==> config.mk <==
export PLATFORM = sky130hd
export DESIGN_NAME = ps2_tx
export DESIGN_NICKNAME = d
export VERILOG_FILES = /design/src/rtl/ps2_pkg.sv /design/src/rtl/ps2_sync.sv /design/src/rtl/ps2_tx.sv
export SDC_FILE = /design/constraint.sdc
export NUM_CORES = 1
export LEC_CHECK = 0
export ABC_CLOCK_PERIOD_IN_PS = 3200
export CAP_MARGIN = 10
export CORE_ASPECT_RATIO = 2
export CORE_MARGIN = 2
export CORE_UTILIZATION = 33
export DETAILED_ROUTE_END_ITERATION = 10
export HOLD_SLACK_MARGIN = 0.12
export PLACE_DENSITY = 0.6
export SYNTH_ARGS = -nofsm -noshare
export SYNTH_HDL_FRONTEND = slang
export SYNTH_SLANG_ARGS = --single-unit
==> constraint.sdc <==
create_clock -name clk_i -period 3.2 [get_ports clk_i]
set_clock_uncertainty 0.15 [all_clocks]
set_input_delay 0.64 -clock clk_i [delete_from_list [all_inputs] [get_ports clk_i]]
set_output_delay 0.64 -clock clk_i [all_outputs]
set_load 0.005 [all_outputs]
==> src/rtl/ps2_pkg.sv <==
// Shared PS/2 definitions: host-to-device command bytes and the frame parity helper.
package ps2_pkg;

  localparam logic [7:0] CMD_SET_LEDS = 8'hED;
  localparam logic [7:0] CMD_ENABLE   = 8'hF4;
  localparam logic [7:0] CMD_RESET    = 8'hFF;

  // PS/2 frames carry odd parity: the bit makes the total count of ones odd.
  function automatic logic odd_parity(input logic [7:0] data);
    return ~^data;
  endfunction

endpackage

==> src/rtl/ps2_sync.sv <==
// Two-flop synchronizer for a raw PS/2 pin, plus a one-cycle falling-edge pulse.
// Idle level of the bus is high, so every stage resets to 1.
module ps2_sync (
  input  logic clk_i,
  input  logic rst_i,
  input  logic d_i,
  output logic q_o,
  output logic fall_o
);

  logic meta_q;
  logic sync_q;
  logic prev_q;

  always_ff @(posedge clk_i or negedge rst_i) begin
    if (!rst_i) begin
      meta_q <= 1'b1;
      sync_q <= 1'b1;
      prev_q <= 1'b1;
    end else begin
      meta_q <= d_i;
      sync_q <= meta_q;
      prev_q <= sync_q;
    end
  end

  assign q_o    = sync_q;
  assign fall_o = prev_q & ~sync_q;

endmodule

==> src/rtl/ps2_tx.sv <==
// PS/2 host-to-device transmitter: inhibit, request-to-send, 11-edge frame, ack check.
// state     | meaning
// IDLE      | ready for a byte, both lines released
// INHIBIT   | clock held low for INHIBIT_CYCLES
// REQ       | start bit driven, clock released, waiting for device edge 1
// DATA      | data bits 0..7 driven after each device falling edge
// PARITY    | parity bit driven
// STOP      | data released (stop bit), waiting for edge 11
// ACK       | decide on the acknowledge captured at edge 11
// WAIT_IDLE | wait for both lines high before reporting done
module ps2_tx
  import ps2_pkg::*;
#(
  parameter int INHIBIT_CYCLES = 5000,
  parameter int TIMEOUT_CYCLES = 750000
) (
  input  logic       clk_i,
  input  logic       rst_i,
  input  logic [7:0] tx_data_i,
  input  logic       tx_valid_i,
  output logic       tx_ready_o,
  input  logic       ps2_clk_i,
  input  logic       ps2_dat_i,
  output logic       ps2_clk_oe_o,
  output logic       ps2_dat_oe_o,
  output logic       tx_done_o,
  output logic       tx_err_o
);

  typedef enum logic [2:0] {
    ST_IDLE, ST_INHIBIT, ST_REQ, ST_DATA, ST_PARITY, ST_STOP, ST_ACK, ST_WAIT_IDLE
  } ps2_tx_state_t;

  localparam int CNT_MAX = (INHIBIT_CYCLES > TIMEOUT_CYCLES) ? INHIBIT_CYCLES : TIMEOUT_CYCLES;
  localparam int CNT_W   = (CNT_MAX > 1) ? $clog2(CNT_MAX) : 1;
  localparam logic [CNT_W-1:0] INH_LAST = CNT_W'(INHIBIT_CYCLES - 1);
  localparam logic [CNT_W-1:0] TO_LAST  = CNT_W'(TIMEOUT_CYCLES - 1);

  ps2_tx_state_t    state_q;
  logic [7:0]       data_q;
  logic             parity_q;
  logic [3:0]       bit_cnt_q;
  logic [CNT_W-1:0] cnt_q;
  logic             clk_oe_q;
  logic             dat_oe_q;
  logic             ready_q;
  logic             done_q;
  logic             err_q;
  logic             ack_q;

  logic clk_s;
  logic clk_fall;
  logic dat_s;
  logic dat_fall_unused;
  logic watch;

  ps2_sync u_sync_clk (
    .clk_i  (clk_i),
    .rst_i  (rst_i),
    .d_i    (ps2_clk_i),
    .q_o    (clk_s),
    .fall_o (clk_fall)
  );

  ps2_sync u_sync_dat (
    .clk_i  (clk_i),
    .rst_i  (rst_i),
    .d_i    (ps2_dat_i),
    .q_o    (dat_s),
    .fall_o (dat_fall_unused)
  );

  // The shared counter acts as the watchdog from REQ through WAIT_IDLE.
  assign watch = (state_q != ST_IDLE) && (state_q != ST_INHIBIT);

  always_ff @(posedge clk_i or negedge rst_i) begin
    if (!rst_i) begin
      state_q   <= ST_IDLE;
      data_q    <= '0;
      parity_q  <= 1'b0;
      bit_cnt_q <= '0;
      cnt_q     <= '0;
      clk_oe_q  <= 1'b0;
      dat_oe_q  <= 1'b0;
      ready_q   <= 1'b1;
      done_q    <= 1'b0;
      err_q     <= 1'b0;
      ack_q     <= 1'b0;
    end else begin
      done_q <= 1'b0;
      err_q  <= 1'b0;
      if (watch && cnt_q == TO_LAST) begin
        state_q  <= ST_IDLE;
        clk_oe_q <= 1'b0;
        dat_oe_q <= 1'b0;
        ready_q  <= 1'b1;
        err_q    <= 1'b1;
      end else begin
        if (watch) cnt_q <= clk_fall ? '0 : cnt_q + 1'b1;
        case (state_q)
          ST_IDLE: begin
            if (tx_valid_i) begin
              data_q    <= tx_data_i;
              parity_q  <= odd_parity(tx_data_i);
              cnt_q     <= '0;
              bit_cnt_q <= '0;
              clk_oe_q  <= 1'b1;
              ready_q   <= 1'b0;
              state_q   <= ST_INHIBIT;
            end
          end
          ST_INHIBIT: begin
            if (cnt_q == INH_LAST) begin
              cnt_q    <= '0;
              clk_oe_q <= 1'b0;
              dat_oe_q <= 1'b1;
              state_q  <= ST_REQ;
            end else begin
              cnt_q <= cnt_q + 1'b1;
            end
          end
          ST_REQ: begin
            if (clk_fall) begin
              dat_oe_q  <= ~data_q[0];
              bit_cnt_q <= 4'd1;
              state_q   <= ST_DATA;
            end
          end
          ST_DATA: begin
            if (clk_fall) begin
              bit_cnt_q <= bit_cnt_q + 4'd1;
              if (bit_cnt_q == 4'd8) begin
                dat_oe_q <= ~parity_q;
                state_q  <= ST_PARITY;
              end else begin
                dat_oe_q <= ~data_q[bit_cnt_q[2:0]];
              end
            end
          end
          ST_PARITY: begin
            if (clk_fall) begin
              dat_oe_q  <= 1'b0;
              bit_cnt_q <= bit_cnt_q + 4'd1;
              state_q   <= ST_STOP;
            end
          end
          ST_STOP: begin
            // Edge 11 is the last one; the device's ack is already on the line.
            if (clk_fall) begin
              ack_q   <= ~dat_s;
              state_q <= ST_ACK;
            end
          end
          ST_ACK: begin
            if (ack_q) begin
              state_q <= ST_WAIT_IDLE;
            end else begin
              err_q   <= 1'b1;
              ready_q <= 1'b1;
              state_q <= ST_IDLE;
            end
          end
          ST_WAIT_IDLE: begin
            if (clk_s && dat_s) begin
              done_q  <= 1'b1;
              ready_q <= 1'b1;
              state_q <= ST_IDLE;
            end
          end
          default: begin
            state_q <= ST_IDLE;
          end
        endcase
      end
    end
  end

  assign tx_ready_o   = ready_q;
  assign ps2_clk_oe_o = clk_oe_q;
  assign ps2_dat_oe_o = dat_oe_q;
  assign tx_done_o    = done_q;
  assign tx_err_o     = err_q;

endmodule

==> results by group <==
Final layout
  • Area grow syn2layout: 16.17%
  • Diode count: 0
  • FF/Latch Area: 1184 um2
  • Final Cell Area: 3110 um2
  • Finished Core Util: 39.45%
  • Area of the multi-input gates: 1419 um2
  • Fill cell count: 787
  • NumNets Final: 319
  • Share of layout cells above drive strength 1: 12.50%

Drt
  • DR vias: 2344
  • Drt drc: 0
  • Via-per-instance ratio: 5.860
  • Initial DRC Count: 149
  • DR pass1 iterations: 4
  • Total routed wirelength: 6654 um
  • Post-route ant nets: 0
  • WL/cell: 16.64 um

Worst setup path
  • RR Endpoint: cnt_q[15]
  • Endpoint type of the worst setup path: register
  • Top Family by Delay on Critical Path: simple AND/OR/NAND/NOR gates
  • CP Max Fanout: 14
  • Worst Reg-to-Reg Cells: 6
  • Critical path class: reg2reg
  • CP Cell Sequence: ha_1 -> or4b_4 -> nor3_4 -> nand2_1 -> o21ai_2 -> o311ai_1
  • CP required: 3.22 ns
  • CP max stage cell: or4b_4
  • Worst Path Buf+Inv: 0
  • Data arrival, critical path: 2.73 ns
  • R2R Path Start: cnt_q[0]
  • Startpoint types: register
  • Crit path largest cell delay: 0.49 ns
  • Reg-to-reg setup timing slack: 0.49 ns

Logic synthesis
  • Post-synth ARST share: 100.0%
  • Synth Flop Type: dfrtp_1
  • Register area share after synthesis: 44.21%
  • Synth cell types: 57
  • Syn nets: 298
  • Synth warn: 0
  • Syn Inst Count: 282
  • Synthesized flop and latch total: 47
  • Syn Std Cell Area: 2678 um2
  • EDFF count, synth: 0
  • Synth Area per Inst: 9.495 um2

Die
  • Initial Utilization: 33.96%
  • Core Rows: 46
  • Die H: 131.4 um
  • CORE AREA: 7885 um2
  • Die width: 67.70 um
  • Num ports: 18
  • Die area: 8894 um2

Power
  • LEAKAGE: 1.213 nW
  • Worst VDD drop: 572.2 uV
  • Pwr Total: 2.378 mW
  • PwrDens: 764.4 nW/um2
  • Psw: 0.9090 mW
  • Internal power component: 1.469 mW
  • Switching Fraction: 38.23%
  • Comb pwr share: 39.5%
  • Sequential power share: 38.2%
  • Clk pwr share: 22.3%

Placement
  • Routability congestion estimate: 0.8506
  • IO Port Bufs: 17
  • Dpl cell area: 2963 um2
  • Post-DP HPWL: 5074 um

STA
  • Final hold violations: 0
  • Final critical-path required period: 2.712 ns
  • Normalized max-slew margin: 33.33%
  • Final Max Slew Viols: 0
  • Tcrit/Tclk final: 84.74%
  • Unrepaired setup endpoints after global routing: false
  • Fmax achieved: 368.8 MHz
  • Worst-margin pin slew: 1.000 ns
  • Hold slack: 0.2056 ns
  • Final TNS setup: 0 ns
  • Final-report setup violation count: 0

GRT
  • Grt ovf: 0
  • First-pass GRT wire length: 11270 um
  • Number of global-route vias before repair: 2392
  • Total track usage: 16.81%
  • Initial antenna violation count: 0
  • Largest net degree at the start of global routing: 46

Min path
  • Hold path start: u_sync_dat.meta_q
  • Hold path endpoint: u_sync_dat.q_o
  • Cell depth of the worst hold path: 0
  • Hold Path Class: reg2reg

CTS
  • Post_cts resized: 0
  • Hold-fix buffers, CTS: 0
  • H-tree depth: 2
  • Setup Fix Bufs, Post-CTS: 0
  • Total CTS buffers: 5
  • TritonCTS clock tree: done
  • Worst-skew pair later-pin latency: 0.30 ns
  • Root buf cell: clkbuf_16
  • Clock sinks: 47
  • Clock slew at reported path FFs: 0.06 ns
  • CTS max path bufs: 2

Status
  • Outcome: finished, final reports clean

Run
  • Max Cap Viol: 0
-- flip-flops by register name, summed over array words and instances, names as in the netlist, 3 cells and up --
signal     cells
cnt_q         20
bit_cnt_q      4
state_q        3
data_q         8
-- worst max path at each step --
stage / from / endpoint / slack, ns / cells past startpoint
2_1_floorplan: cnt_q[0] / cnt_q[15] / 0.87 / 7
3_3_place_gp: cnt_q[0] / ps2_dat_oe_o / 0.61 / 6
3_5_place_dp: cnt_q[0] / cnt_q[15] / 0.52 / 6
4_1_cts: cnt_q[0] / cnt_q[15] / 0.50 / 6
5_1_grt: state_q[1] / ps2_dat_oe_o / 0.25 / 5
6_report: cnt_q[0] / cnt_q[15] / 0.49 / 6
-- power by group through the flow --
| stage | sequential (mW) | combinational (mW) | clock (mW) |
|---|---|---|---|
| floorplan | 0.846 | 0.728 | 0 |
| global route | 0.936 | 1.04 | 0.574 |
| global placement | 0.914 | 0.922 | 0 |
| CTS | 0.907 | 0.940 | 0.546 |
| detailed placement | 0.918 | 0.936 | 0 |
| finish | 0.907 | 0.940 | 0.531 |
-- per-layer routing --
| metal | vias to the layer above | track usage, % | routed length, um |
|---|---|---|---|
| met3 | 21 | 3.510 | 209 |
| met5 | - | 0 | 0 |
| met2 | 56 | 28.70 | 3707 |
| met4 | 0 | 11.68 | 374 |
| met1 | 1159 | 17.25 | 2363 |
| li1 | 1108 | - | - |
-- logic make-up (layout without fill, tap and decap cells) --
logic type	count (synthesis)	count (layout)	synth area share, %
AND/OR/NAND/NOR	112	112	21.40
AO/OA/AOI/OAI	83	83	21.82
flip-flops	47	47	44.21
buffers and inverters	17	39	2.804
multiplexers	11	11	5.421
XOR/XNOR	9	9	2.944
adder cells (fa/ha/maj)	3	3	1.402
-- stage by stage --
stage / setup WS [ns] / cells
after floorplan: 0.8685 / 282
after global placement: 0.6092 / 392
after detailed placement: 0.5202 / 392
after CTS: 0.5046 / 400
after global routing: 0.2477 / 400
final: 0.4883 / 400
-- placed cells by master (no fill, tap or decap), types with 4 or more instances in the layout --
| cell | instances |
|---|---|
| dfrtp_1 | 41 |
| nand2_1 | 40 |
| clkdlybuf4s50_1 | 16 |
| nor2_1 | 14 |
| o21ai_0 | 12 |
| a21oi_1 | 12 |
| nand3_1 | 11 |
| nor3_1 | 10 |
| o21ai_1 | 9 |
| inv_1 | 8 |
| mux2_2 | 8 |
| nand4_1 | 7 |
| and3_1 | 7 |
| xnor2_1 | 7 |
| o22ai_1 | 6 |
| buf_4 | 6 |
| dfstp_2 | 6 |
| nor4_1 | 5 |
| a31oi_1 | 5 |
| o311ai_1 | 5 |
| clkbuf_16 | 5 |
| nand2b_1 | 4 |
-- cell type report --
cell class              count  area share (%)
multi-input cells         218           45.62
flip-flops and latches     47           38.05
repair buffers             23           6.758
clock buffers               7           4.586
well taps                  96           3.862
inverters                   8          0.9654
clock inverters             1          0.1609
-- cells in the mapped netlist, types with 3 or more instances --
cell type / count / area share [%]
a21oi_1: 12 / 2.2
nand4_1: 7 / 1.6
xnor2_1: 7 / 2.3
nand3_1: 11 / 2.1
dfrtp_1: 41 / 38
clkbuf_1: 5 / 0.70
nor3_1: 10 / 1.9
ha_1: 3 / 1.4
a22o_1: 3 / 0.98
nand2b_1: 4 / 0.93
nand3b_1: 3 / 0.84
a31oi_1: 5 / 1.2
o211ai_1: 3 / 0.84
inv_1: 8 / 1.1
nor4_1: 5 / 1.2
mux2_2: 8 / 3.4
o21ai_0: 12 / 2.2
o2111ai_1: 3 / 0.98
o22ai_1: 6 / 1.4
and3_1: 7 / 1.6
nand2_1: 40 / 5.6
dfstp_2: 6 / 5.9
a21o_1: 3 / 0.84
o21ai_1: 9 / 1.7
nor2_1: 14 / 2.0
o311ai_1: 5 / 1.6
buf_2: 3 / 0.56
-- worst reg2reg max path, delay by kind of cell, from the launching register on --
kind / cells / cell delay [ns]
adders and majority gates: 1 / 0.26
and+or+nand+nor: 3 / 1.28
AOI/OAI and AO/OA: 2 / 0.45
DFF: 1 / 0.44
Note: power is estimated with default switching activity, not from simulation.
==> edit 1, RTL diff (same flow settings) <==
Change the parameter `INHIBIT_CYCLES` from 5000 to 20000.
--- a/src/rtl/ps2_tx.sv
+++ b/src/rtl/ps2_tx.sv
@@ -11,7 +11,7 @@
 module ps2_tx
   import ps2_pkg::*;
 #(
-  parameter int INHIBIT_CYCLES = 5000,
+  parameter int INHIBIT_CYCLES = 20000,
   parameter int TIMEOUT_CYCLES = 750000
 ) (
   input  logic       clk_i,
Check against the original RTL: same outputs for any inputs over 10 cycles, from zero or initial values and one cycle with rst_i low; that may be too few to reach the edited logic, so the function may still have changed.
==> edit 1 against the unedited design <==
Utilization shrank 0.14 points. Highest routed layer unchanged. Largest power group unchanged. Wire length shrank 1.2%. Sequential cell count is the same. Clock power grew 15%. Area after synthesis grew 0.79%. Worst hold slack lost 0.00068 ns. Combinational power grew 6%. Power grew 7.6%. Fmax shrank 0.97%. Setup slack lost 0.027 ns. Via count shrank 4.2%. Sequential share of layout area shrank 0.14 points. Final area grew 0.36%.
==> edit 1: results (changes against the unedited design) <==
- Status: finished, final reports clean
- Fraction of area in multi-input gates: 0.448 (-0.00846)
- NonClk Buf Share: 0.0657 (-0.00185)
- DP Area: 2940 um^2 (-0.84%)
- Worst reg2reg path depth: 5 (-1)
- Syn Nets: 300 (+0.67%)
- Largest net degree at the start of global routing: 34 (-26%)
- Post-synthesis xor/xnor area fraction: 0.0227 (-0.00672)
- Share of cells above drive strength 1: 0.120 (-0.00500)
- Fin nets: 315 (-1.3%)
- Sequential power: 0.945 mW (+4.2%)
- Top cells by area, synth: dfrtp_1 (38%), dfstp_2 (5.8%), nand2_1 (3.6%)
- Seq/total area: 0.379 (-0.00137)
- CP startpoint: state_q[1]
- Synth warn: 0 (unchanged)
- Crit path kind: reg -> reg
- DRT Pass-1 Iters: 4 (unchanged)
- Htree depth: 2 (unchanged)
- Worst ir drop on vdd: 0.481 mV (-16%)
- Comb pwr share: 0.391 (-0.004)
- Buffers, non-clock: 22 (-4.3%)
- CP arrival: 2.78 ns (+0.05 ns)
- WL per Instance: 16.6 um (-0.20%)
- Non-clock inverters: 11 (+3)
- GRT Util Overall: 0.162 (-0.00647)
- Complex-gate fraction of the synthesized area: 0.187 (-0.0309)
- Reg2reg setup slack: 0.46 ns (-0.03 ns)
- 1st-iter DRT viols: 74 (-50%)
- Switching pwr: 0.961 mW (+5.8%)
- RR Endpoint: cnt_q[6]
- Finished layout cell area: 3120 um^2 (+0.36%)
- Critical R2R Launch: state_q[1]
- Clk_buf instances: 6 (-1)
- Clk tree area frac: 0.0557 (+0.00825)
- Tightest Pin Transition: 1.15 ns (+0.150 ns)
- Seq cells: 47 (unchanged)
- Yosys cell types: 58 (+1.8%)
- Top cells by count, synth: dfrtp_1 (41), nand2_1 (26), nand3_1 (18)
- Vias: 2245 (-4.2%)
- Fin crit share: 0.856 (+0.00831)
- Multi-input gates: 212 (-2.8%)
- Adder-Cell Fraction of Synth Area: 0.0139 (-0.000110)
- Leakage: 1.21 nW (-0.15%)
- Pre-CTS WS: 0.479 ns (-0.0415 ns)
[edit 1: cell types whose count changed in the layout (fill, tap and decap cells not counted), sizes merged, moves of 4 or more]
cell,change
o22ai,-6
mux2i,+4
nand2,-14
a31oi,+9
a21oi,+4
o21ai,-6
o311ai,-5
nand3,+7
[edit 1: worst min path at each step]
| stage | startpoint | endpoint | slack, ns | cells past startpoint |
|---|---|---|---|---|
| finish | u_sync_clk.meta_q | u_sync_clk.q_o | 0.20 | 0 |
| floorplan | rst_i | ack_q | 0.19 | 0 |
| global placement | u_sync_dat.meta_q | u_sync_dat.q_o | 0.20 | 0 |
| CTS | u_sync_clk.meta_q | u_sync_clk.q_o | 0.21 | 0 |
| global route | u_sync_dat.meta_q | u_sync_dat.q_o | 0.22 | 0 |
| detailed placement | u_sync_clk.meta_q | u_sync_clk.q_o | 0.20 | 0 |
[edit 1: critical path, stage by stage (launching register included)]
cell and delay [ns]:
dfrtp_1 0.54, or2_2 0.40, a21oi_1 0.14, o31a_1 0.92, o21ai_0 0.21, a221oi_1 0.28
[edit 1: layer usage]
layer	global-route usage	routed length [um]	up-vias
li1	-	-	1094
met1	0.165	2390	1091
met2	0.292	3780	46
met3	0.0282	177	14
met4	0.0900	227	0
met5	0	0	-
[edit 1: stage by stage]
step                hold WS [ns]  utilization  instances  power, mW
finish                     0.205        0.393        396       2.56
detailed placement         0.198        0.370        387       1.96
global route               0.215        0.393        396       2.74
global placement           0.196        0.370        387       1.93
floorplan                  0.194            -        284       1.69
CTS                        0.207        0.393        396       2.58
==> edit 2, RTL diff (config.mk and constraints unchanged) <==
Made on the original files. Compare `bit_cnt_q` against `4'd8` with >= in place of ==.
--- a/src/rtl/ps2_tx.sv
+++ b/src/rtl/ps2_tx.sv
@@ -129,7 +129,7 @@
           ST_DATA: begin
             if (clk_fall) begin
               bit_cnt_q <= bit_cnt_q + 4'd1;
-              if (bit_cnt_q == 4'd8) begin
+              if (bit_cnt_q >= 4'd8) begin
                 dat_oe_q <= ~parity_q;
                 state_q  <= ST_PARITY;
               end else begin
Formal check against the unedited RTL: no difference found for any inputs over 10 cycles, from zero or initial values and one cycle with rst_i low; that may be too few to reach the edited logic, so the function may still have changed.
==> edit 2 against the unedited design <==
Synthesized cell count stayed put. Sequential cell count unchanged. Final area is 1.1% higher. Area after synthesis increased by 1.7%. Count of clock-buffer cells in the layout stayed put. Worst hold slack got worse by 0.022 ns. Setup slack better by 0.27 ns. Fmax grew 11%. Power fell by 20%. Wire length grew 0.30%. Non-clock buffer count is 1 lower. Global-route usage hardly changed.
==> edit 2: results (changes against the unedited design) <==
- Status: finished, final reports clean
- CP max FO: 12 (-2)
- Register with the most flip-flops: cnt_q
- Crit path kind: reg -> reg
- Port-buffer cells: 17 (unchanged)
- Htree depth: 2 (unchanged)
- DR WL met3: 173 um (-17%)
- Clock slew at reported path FFs: 0.06 ns (about the same)
- RR Endpoint: cnt_q[19]
- Largest net degree at the start of global routing: 26 (-43%)
- Tightest Pin Transition: 0.574 ns (-0.426 ns)
- Slowest cell on crit path: dfrtp_1
- DR WL met2: 3750 um (+1.2%)
- Resize count post-CTS: 0 (unchanged)
- Fin nets: 315 (-1.3%)
- Setup Fix Bufs, Post-CTS: 0 (unchanged)
- Antenna violations before repair: 0 (unchanged)
- Hold WS: 0.184 ns (-0.0221 ns)
- # hold bufs at CTS: 0 (unchanged)
- TritonCTS Buffers: 5 (unchanged)
- GPL Wtd Cong: 0.872 (+2.5%)
- CP arrival: 2.47 ns (-0.26 ns)
- CP top delay family: simple AND/OR/NAND/NOR gates
- Vias per std cell: 5.70 (-2.7%)
- Worst-Skew Late Latency: 0.29 ns
- Critical R2R Launch: cnt_q[0]
- HP Class: in -> async
- Register area share after synthesis: 0.435 (-0.00731)
- DRT Pass-1 Iters: 4 (unchanged)
- Ant. Diodes: 0 (unchanged)
- Vias in the first global route: 2359 (-1.4%)
- Largest registers: cnt_q x20, data_q x8, bit_cnt_q x4
- 1st-iter DRT viols: 88 (-41%)
- Worst reg2reg path depth: 7 (+1)
- Syn Nets: 298 (unchanged)
- WL per Instance: 16.9 um (+1.3%)
- Worst ir drop on vdd: 0.390 mV (-32%)
- Top cells by area, synth: dfrtp_1 (38%), dfstp_2 (5.8%), nand2_1 (3.9%)
- Share of cells above drive strength 1: 0.140 (+0.0150)
- GRT Util Overall: 0.168 (+0.000380)
- Synth warn: 0 (unchanged)
- WL met1: 2380 um (+0.63%)
- Fillers: 817 (+3.8%)
- Reg2reg setup slack: 0.76 ns (+0.27 ns)
- Slowest cell delay on critical path: 0.40 ns (-0.09 ns)
- Global-route wire length before repair: 11300 um (about the same)
- Top cells by count, synth: dfrtp_1 (41), nand2_1 (28), nor2_1 (20)
- Dpl hpwl: 5060 um (-0.30%)
- Yosys cell types: 62 (+8.8%)
- Longest Clk Path Bufs: 2 (unchanged)
- Top Layer Used: met4
- Asr flop ratio synth: 1.00 (unchanged)
- Leakage: 1.32 nW (+8.9%)
- Root Buffer: clkbuf_16
[edit 2: changes by cell type after synthesis, sizes merged, moves of 3 or more]
cell and delta:
o22ai -5, and2 +5, nor3 -3, nor2 +6, a21oi +5, nor2b +6
a32oi +3, o211ai -3, nand2 -12, o311ai -5, o2111ai -3, nor4b +3
[edit 2: kinds of logic after synthesis]
| logic type | share of synthesized area |
|---|---|
| simple gates | 0.254 |
| compound gates | 0.185 |
| flops | 0.435 |
| buf+inv | 0.0331 |
| mux | 0.0570 |
| xor+xnor | 0.0225 |
| fa+ha+maj | 0.0138 |
[edit 2: area by class of cell]
type,count,area [um^2],area share
Multi-Input combinational cell,216,1450,0.461
Sequential cell,47,1180,0.376
Timing Repair Buffer,22,203,0.0645
Clock buffer,7,133,0.0422
Tap cell,96,120,0.0382
Clock inverter,1,30.0,0.00955
Inverter,7,26.3,0.00836
[edit 2: where the power goes]
group	switching, mW	total [mW]	internal, mW
combinational	0.288	0.528	0.240
sequential	0.0964	0.784	0.687
clock	0.221	0.591	0.370
[edit 2: per-stage QoR]
| stage | power (mW) | setup slack, ns | std cells | utilization | area [um^2] |
|---|---|---|---|---|---|
| 3_5_place_dp | 1.32 | 0.564 | 388 | 0.375 | 2980 |
| 4_1_cts | 1.92 | 0.735 | 396 | 0.396 | 3140 |
| 6_report | 1.90 | 0.761 | 396 | 0.396 | 3140 |
| 2_1_floorplan | 1.18 | 1.12 | 282 | - | 2720 |
| 5_1_grt | 2.02 | 0.560 | 396 | 0.396 | 3140 |
| 3_3_place_gp | 1.32 | 0.690 | 388 | 0.375 | 2980 |
[edit 2: layer usage]
| layer | track usage | vias up |
|---|---|---|
| met3 | 0.0272 | 26 |
| met2 | 0.298 | 58 |
| met1 | 0.165 | 1103 |
| met4 | 0.123 | 0 |
| li1 | - | 1070 |
| met5 | 0 | - |
